===== config.mk =====
export PLATFORM = sky130hd
export DESIGN_NAME = clock_sched_flat
export DESIGN_NICKNAME = d
export VERILOG_FILES = /design/src/rtl/clock_sched_if.sv /design/src/rtl/clock_sched.sv /design/src/flat_wrapper.sv
export SDC_FILE = /design/constraint.sdc
export NUM_CORES = 1
export LEC_CHECK = 0
export BUFFER_PORTS_ARGS = -buffer_cell sky130_fd_sc_hd__buf_2
export CORE_MARGIN = 1.5
export CORE_UTILIZATION = 35
export CTS_CLUSTER_SIZE = 10
export DETAILED_ROUTE_END_ITERATION = 16
export PLACE_DENSITY = 0.55
export SYNTH_ARGS = -nofsm -noshare
export SYNTH_HDL_FRONTEND = slang
export SYNTH_SLANG_ARGS = --single-unit
export TNS_END_PERCENT = 30

===== constraint.sdc =====
create_clock -name clk_in -period 2 [get_ports clk_in]
set_input_delay 0.4 -clock clk_in [delete_from_list [all_inputs] [get_ports clk_in]]
set_output_delay 0.4 -clock clk_in [all_outputs]
set_load 0.01 [all_outputs]

===== src/rtl/clock_sched_if.sv =====
// Request and enable bundle between the CPU-side sequencer and the clock scheduler.
// The signal names match the scheduler's documented port list.
interface clock_sched_if;
  logic       stop_req;
  logic       wake;
  logic       switch_req;
  logic       ppu_ce;
  logic       cpu_ce;
  logic       mcyc_ce;
  logic [1:0] tphase;
  logic       double_speed;
  logic       switch_busy;
  logic       switch_done;

  // Requester side: issues STOP / speed-switch requests and consumes the enables.
  modport master (
    output stop_req, wake, switch_req,
    input  ppu_ce, cpu_ce, mcyc_ce, tphase, double_speed, switch_busy, switch_done
  );

  // Scheduler side.
  modport slave (
    input  stop_req, wake, switch_req,
    output ppu_ce, cpu_ce, mcyc_ce, tphase, double_speed, switch_busy, switch_done
  );
endinterface


===== src/rtl/clock_sched.sv =====
// Clock-enable scheduler: derives the fixed-rate PPU enable and the speed-dependent
// CPU T-cycle / M-cycle enables from one master clock, and sequences STOP freeze/wake
// and the KEY1 speed switch (drain to an M-cycle boundary, pause, toggle speed).
module clock_sched #(
  parameter int SIZE         = 4,
  parameter int DIV_T        = 8,
  parameter int PAUSE_CYCLES = 16,
  parameter int PAUSE_W      = 8
) (
  input  logic          clk_in,
  input  logic          reset_n,
  clock_sched_if.slave  bus
);

  typedef enum logic [1:0] {
    ST_RUN     = 2'd0,
    ST_DRAIN   = 2'd1,
    ST_STOPPED = 2'd2,
    ST_PAUSE   = 2'd3
  } state_t;

  localparam logic [SIZE-1:0]    HALF_RELOAD = SIZE'(DIV_T / 2 - 1);
  localparam logic [PAUSE_W-1:0] PAUSE_LAST  = PAUSE_W'(PAUSE_CYCLES - 1);

  state_t             state_q, state_d;
  logic [SIZE-1:0]    half_q, half_d;
  logic               parity_q, parity_d;
  logic               drain_sw_q, drain_sw_d;
  logic [PAUSE_W-1:0] pause_q, pause_d;
  // tcnt is the index of the next T-cycle to issue; tphase_q shows the index of
  // the T-cycle whose cpu_ce is currently high.
  logic [1:0]         tcnt_q, tcnt_d;
  logic [1:0]         tphase_q, tphase_d;
  logic               ppu_q, ppu_d;
  logic               cpu_q, cpu_d;
  logic               mcyc_q, mcyc_d;
  logic               dbl_q, dbl_d;
  logic               busy_q, busy_d;
  logic               done_q, done_d;

  logic h_tick;
  logic cand_tick;
  logic issue;

  // Half-tick divider, enable generation and FSM next-state logic.
  always_comb begin
    state_d    = state_q;
    drain_sw_d = drain_sw_q;
    pause_d    = pause_q;
    dbl_d      = dbl_q;
    busy_d     = busy_q;
    done_d     = 1'b0;

    h_tick   = (half_q == '0);
    half_d   = h_tick ? HALF_RELOAD : half_q - SIZE'(1);
    parity_d = parity_q ^ h_tick;

    // PPU enable never depends on speed or FSM state; the CPU candidate is
    // the same tick at normal speed and every half tick at double speed.
    ppu_d     = h_tick & parity_q;
    cand_tick = dbl_q ? h_tick : (h_tick & parity_q);
    issue     = cand_tick & ((state_q == ST_RUN) | (state_q == ST_DRAIN));

    cpu_d    = issue;
    mcyc_d   = issue & (tcnt_q == 2'd3);
    tcnt_d   = issue ? tcnt_q + 2'd1 : tcnt_q;
    tphase_d = issue ? tcnt_q : ((state_q == ST_STOPPED) ? 2'd0 : tphase_q);

    case (state_q)
      ST_RUN: begin
        // A switch request wins over a simultaneous STOP.
        if (bus.switch_req) begin
          state_d    = ST_DRAIN;
          drain_sw_d = 1'b1;
          busy_d     = 1'b1;
        end else if (bus.stop_req) begin
          state_d    = ST_DRAIN;
          drain_sw_d = 1'b0;
        end
      end
      ST_DRAIN: begin
        // Finish the M-cycle in flight before freezing the CPU.
        if (mcyc_d) begin
          state_d = drain_sw_q ? ST_PAUSE : ST_STOPPED;
          pause_d = '0;
        end
      end
      ST_STOPPED: begin
        if (bus.wake) state_d = ST_RUN;
      end
      ST_PAUSE: begin
        if (pause_q == PAUSE_LAST) begin
          pause_d = '0;
          dbl_d   = ~dbl_q;
          done_d  = 1'b1;
          busy_d  = 1'b0;
          state_d = ST_RUN;
        end else begin
          pause_d = pause_q + PAUSE_W'(1);
        end
      end
      default: state_d = ST_RUN;
    endcase
  end

  // State and output registers with synchronous active-low reset.
  always_ff @(posedge clk_in) begin
    if (!reset_n) begin
      state_q    <= ST_RUN;
      half_q     <= HALF_RELOAD;
      parity_q   <= 1'b0;
      drain_sw_q <= 1'b0;
      pause_q    <= '0;
      tcnt_q     <= 2'd0;
      tphase_q   <= 2'd0;
      ppu_q      <= 1'b0;
      cpu_q      <= 1'b0;
      mcyc_q     <= 1'b0;
      dbl_q      <= 1'b0;
      busy_q     <= 1'b0;
      done_q     <= 1'b0;
    end else begin
      state_q    <= state_d;
      half_q     <= half_d;
      parity_q   <= parity_d;
      drain_sw_q <= drain_sw_d;
      pause_q    <= pause_d;
      tcnt_q     <= tcnt_d;
      tphase_q   <= tphase_d;
      ppu_q      <= ppu_d;
      cpu_q      <= cpu_d;
      mcyc_q     <= mcyc_d;
      dbl_q      <= dbl_d;
      busy_q     <= busy_d;
      done_q     <= done_d;
    end
  end

  assign bus.ppu_ce       = ppu_q;
  assign bus.cpu_ce       = cpu_q;
  assign bus.mcyc_ce      = mcyc_q;
  assign bus.tphase       = tphase_q;
  assign bus.double_speed = dbl_q;
  assign bus.switch_busy  = busy_q;
  assign bus.switch_done  = done_q;

endmodule


===== src/flat_wrapper.sv =====
// flat-port wrapper written by rule: the top's interface ports become plain ports
module clock_sched_flat 
#(
  parameter int SIZE         = 4,
  parameter int DIV_T        = 8,
  parameter int PAUSE_CYCLES = 16,
  parameter int PAUSE_W      = 8
)
  (clk_in, reset_n, bus_stop_req, bus_wake, bus_switch_req, bus_ppu_ce, bus_cpu_ce, bus_mcyc_ce, bus_tphase, bus_double_speed, bus_switch_busy, bus_switch_done);
  clock_sched_if bus_i ();
  input  logic clk_in;
  input  logic reset_n;
  input wire logic [$bits(bus_i.stop_req)-1:0] bus_stop_req;
  input wire logic [$bits(bus_i.wake)-1:0] bus_wake;
  input wire logic [$bits(bus_i.switch_req)-1:0] bus_switch_req;
  output wire logic [$bits(bus_i.ppu_ce)-1:0] bus_ppu_ce;
  output wire logic [$bits(bus_i.cpu_ce)-1:0] bus_cpu_ce;
  output wire logic [$bits(bus_i.mcyc_ce)-1:0] bus_mcyc_ce;
  output wire logic [$bits(bus_i.tphase)-1:0] bus_tphase;
  output wire logic [$bits(bus_i.double_speed)-1:0] bus_double_speed;
  output wire logic [$bits(bus_i.switch_busy)-1:0] bus_switch_busy;
  output wire logic [$bits(bus_i.switch_done)-1:0] bus_switch_done;
  assign bus_i.stop_req = bus_stop_req;
  assign bus_i.wake = bus_wake;
  assign bus_i.switch_req = bus_switch_req;
  assign bus_ppu_ce = bus_i.ppu_ce;
  assign bus_cpu_ce = bus_i.cpu_ce;
  assign bus_mcyc_ce = bus_i.mcyc_ce;
  assign bus_tphase = bus_i.tphase;
  assign bus_double_speed = bus_i.double_speed;
  assign bus_switch_busy = bus_i.switch_busy;
  assign bus_switch_done = bus_i.switch_done;
  clock_sched #(.SIZE(SIZE), .DIV_T(DIV_T), .PAUSE_CYCLES(PAUSE_CYCLES), .PAUSE_W(PAUSE_W)) u_core (.clk_in(clk_in), .reset_n(reset_n), .bus(bus_i));
endmodule

==> run summary <==
Status -> finished clean
IO Port Bufs -> 12
Ys async rst share -> 0%
Pwr per Cell Area -> 673 nW/um^2
Die Area -> 3590 sq um
Count leader, synth -> dfxtp_1
Vias per inst -> 5.18
Nets -> 155
Critical Path RT -> 2230 ps
Global Route Usage Sum -> 14.1%
Syn Inst Count -> 132
Post-CTS Resized -> 0
Core area -> 3050 sq um
First drt pass iteration count -> 4
Fill cell count -> 327
Worst slew pin tran -> 463 ps
Fmax -> 550 MHz
Clock Pin Slew Worst Setup and Hold Paths -> 140 ps
RSZ-0062 raised after global routing -> false
Area Growth Syn to Fin -> 12.7%
Ranking of synthesized cells by area -> dfxtp_1, nor2_1, ha_1
Final ANT Viol Nets -> 0
Number of remaining DRC errors -> 0
Share of layout cells above drive strength 1 -> 15.2%
Post-CTS setup buffer count -> 0
Final period util -> 90.9%
Total CTS buffers -> 3
Mapped Avg Cell Area -> 8.59 sq um
Worst skew pair latency -> 320 ps
Fin crit period -> 1820 ps
CP endpoint kind -> flop
FP Rows -> 20
Dpl hpwl -> 1620 microns
CP max stage cell -> a21oi_2
Top-area cell type share of the netlist area -> 45.9%
EDFF count, synth -> 0
Die Width -> 59.9 microns
Largest net degree at the start of global routing -> 19
Startpoint type of the worst setup path -> flop
Peak VDD IR -> 0.000425 V
Util after Layout -> 41.8%
Final Routed Wirelength -> 2230 microns
GPL Wtd Cong -> 0.795
Vias in the first global route -> 907
Seq/Total Area, Yosys -> 45.9%
CTS root buf -> clkbuf_4
Max Cap Viol -> 0
Slowest cell delay on critical path -> 380 ps
CTS tree -> done
Crit path kind -> flop to flop
I/O pins -> 13
GRT overflow -> 0
Synth top cells by count -> dfxtp_1, nor2_1, nand2_1
Yosys warning total -> 0
Initial drt markers -> 24
# setup viols final -> 0
Synth area leader -> dfxtp_1
Die height -> 59.9 microns
Worst-path cell chain -> inv_1 -> ha_1 -> nand2_1 -> inv_1 -> ha_1 -> nand2b_1 -> a21oi_2 -> mux2i_1 -> nor2_1
Antenna violations before repair -> 0
Via count of the routed design -> 979
Post-synth cell types -> 34
Initial Utilization -> 37.1%
Relative slew slack -> 68.9%
TritonCTS Sinks -> 26
Hold WC Path Type -> input port to flop
Average wire per standard cell -> 11.8 microns
Fin. max-slew vios -> 0
Final Hold Viols -> 0
First-pass GRT wire length -> 3880 microns
Clock Tree Buf Depth -> 2
Syn_nets -> 141
Inserted Diodes -> 0
Clk_skew -> 2.28 ps
Synthesized area -> 1130 sq um
Critical path fanouts, max -> 10
Top FF cell, synth -> dfxtp_1
# hold bufs at CTS -> 0
Setup TNS -> 0 ps
Arr. time, crit path -> 2050 ps
Leak Pwr -> 0.000517 uW
FF+latch count, synth -> 26
# H-tree levels -> 1
==> critical path, delay by kind of cell (launching register included) <==
family                     cells  cell delay (ps)
and+or+nand+nor                3              250
DFF                            1              340
buffers and inverters          2              120
AOI/OAI and AO/OA              1              380
adders and majority gates      2              380
muxes                          1              250
==> power breakdown <==
group / total [uW] / leakage [uW] / switching [uW] / internal [uW]
combinational: 54.2 / 0.000285 / 32.2 / 22.0
clock: 267 / 0.0000210 / 155 / 111
sequential: 538 / 0.000211 / 7.02 / 531
total: 859 / 0.000517 / 195 / 665
==> per-layer routing <==
metal | share of wire [%] | vias to the layer above | wire length [microns] | GRT usage, %
met5 | 0 | - | 0 | 0
met4 | 1.7 | 0 | 38 | 6.35
met3 | 3.0 | 4 | 66 | 2.16
met2 | 46 | 16 | 1040 | 22.8
met1 | 49 | 467 | 1090 | 18.4
li1 | - | 492 | - | -
==> state kept, by name, summed over array words and instances, names as in the netlist <==
register                 cells
u_core.bus.cpu_ce            1
u_core.bus.double_speed      1
u_core.bus.mcyc_ce           1
u_core.bus.ppu_ce            1
u_core.bus.switch_busy       1
u_core.bus.switch_done       1
u_core.bus.tphase            2
u_core.drain_sw_q            1
u_core.half_q                4
u_core.parity_q              1
u_core.pause_q               8
u_core.state_q               2
u_core.tcnt_q                2
==> placed cells by master, fill, tap and decap left out, drive strengths merged, types with 3 or more instances in the layout <==
cell type	Yosys	routed
buf	1	15
a21oi	9	9
nand3	7	7
nand2b	3	3
dfxtp	26	26
and2	3	3
clkbuf	5	4
nand4	5	5
o311ai	3	3
nand2	12	12
ha	4	4
o21ai	5	5
nor2	18	18
inv	6	6
and3	3	3
==> cell type report <==
cell class / count / area, sq um / area share (%)
Clock buffer: 4 / 36.3 / 2.84
Inverter: 6 / 22.5 / 1.76
Multi-Input combinational cell: 94 / 561 / 43.9
Sequential cell: 26 / 520 / 40.7
Tap cell: 44 / 55.1 / 4.31
Timing Repair Buffer: 15 / 82.6 / 6.46
==> worst paths after layout <==
check,slack [ps],to,start,depth (start not counted)
max reg2reg,180,u_core.tcnt_q[1]$_SDFFE_PN0P_,u_core.half_q[0]$_SDFF_PP1_,9
max,180,u_core.tcnt_q[1]$_SDFFE_PN0P_,u_core.half_q[0]$_SDFF_PP1_,9
min reg2reg,420,u_core.half_q[0]$_SDFF_PP1_,u_core.half_q[0]$_SDFF_PP1_,1
min,340,u_core.drain_sw_q$_SDFFE_PN0P_,bus_switch_req,3
==> logic make-up (layout without fill, tap and decap cells) <==
logic type	Yosys count	in the layout	share of synthesized area, %
AO/OA/AOI/OAI	25	25	14.2
multiplexers	3	3	2.76
AND/OR/NAND/NOR	60	60	26.5
buffers and inverters	12	25	4.64
XOR/XNOR	2	2	1.55
adder cells (fa/ha/maj)	4	4	4.42
flip-flops	26	26	45.9
==> per-stage QoR <==
step / hold slack, ps / setup WS (ps) / instance area (sq um) / cells / total power [uW]
after floorplan: 375 / 369 / 1130 / 132 / 587
after global placement: 384 / 308 / 1240 / 185 / 603
after detailed placement: 388 / 209 / 1240 / 185 / 605
after CTS: 341 / 179 / 1280 / 189 / 869
after global routing: 359 / 49.7 / 1280 / 189 / 899
final: 345 / 183 / 1280 / 189 / 859
(Power assumes the default switching activity.)
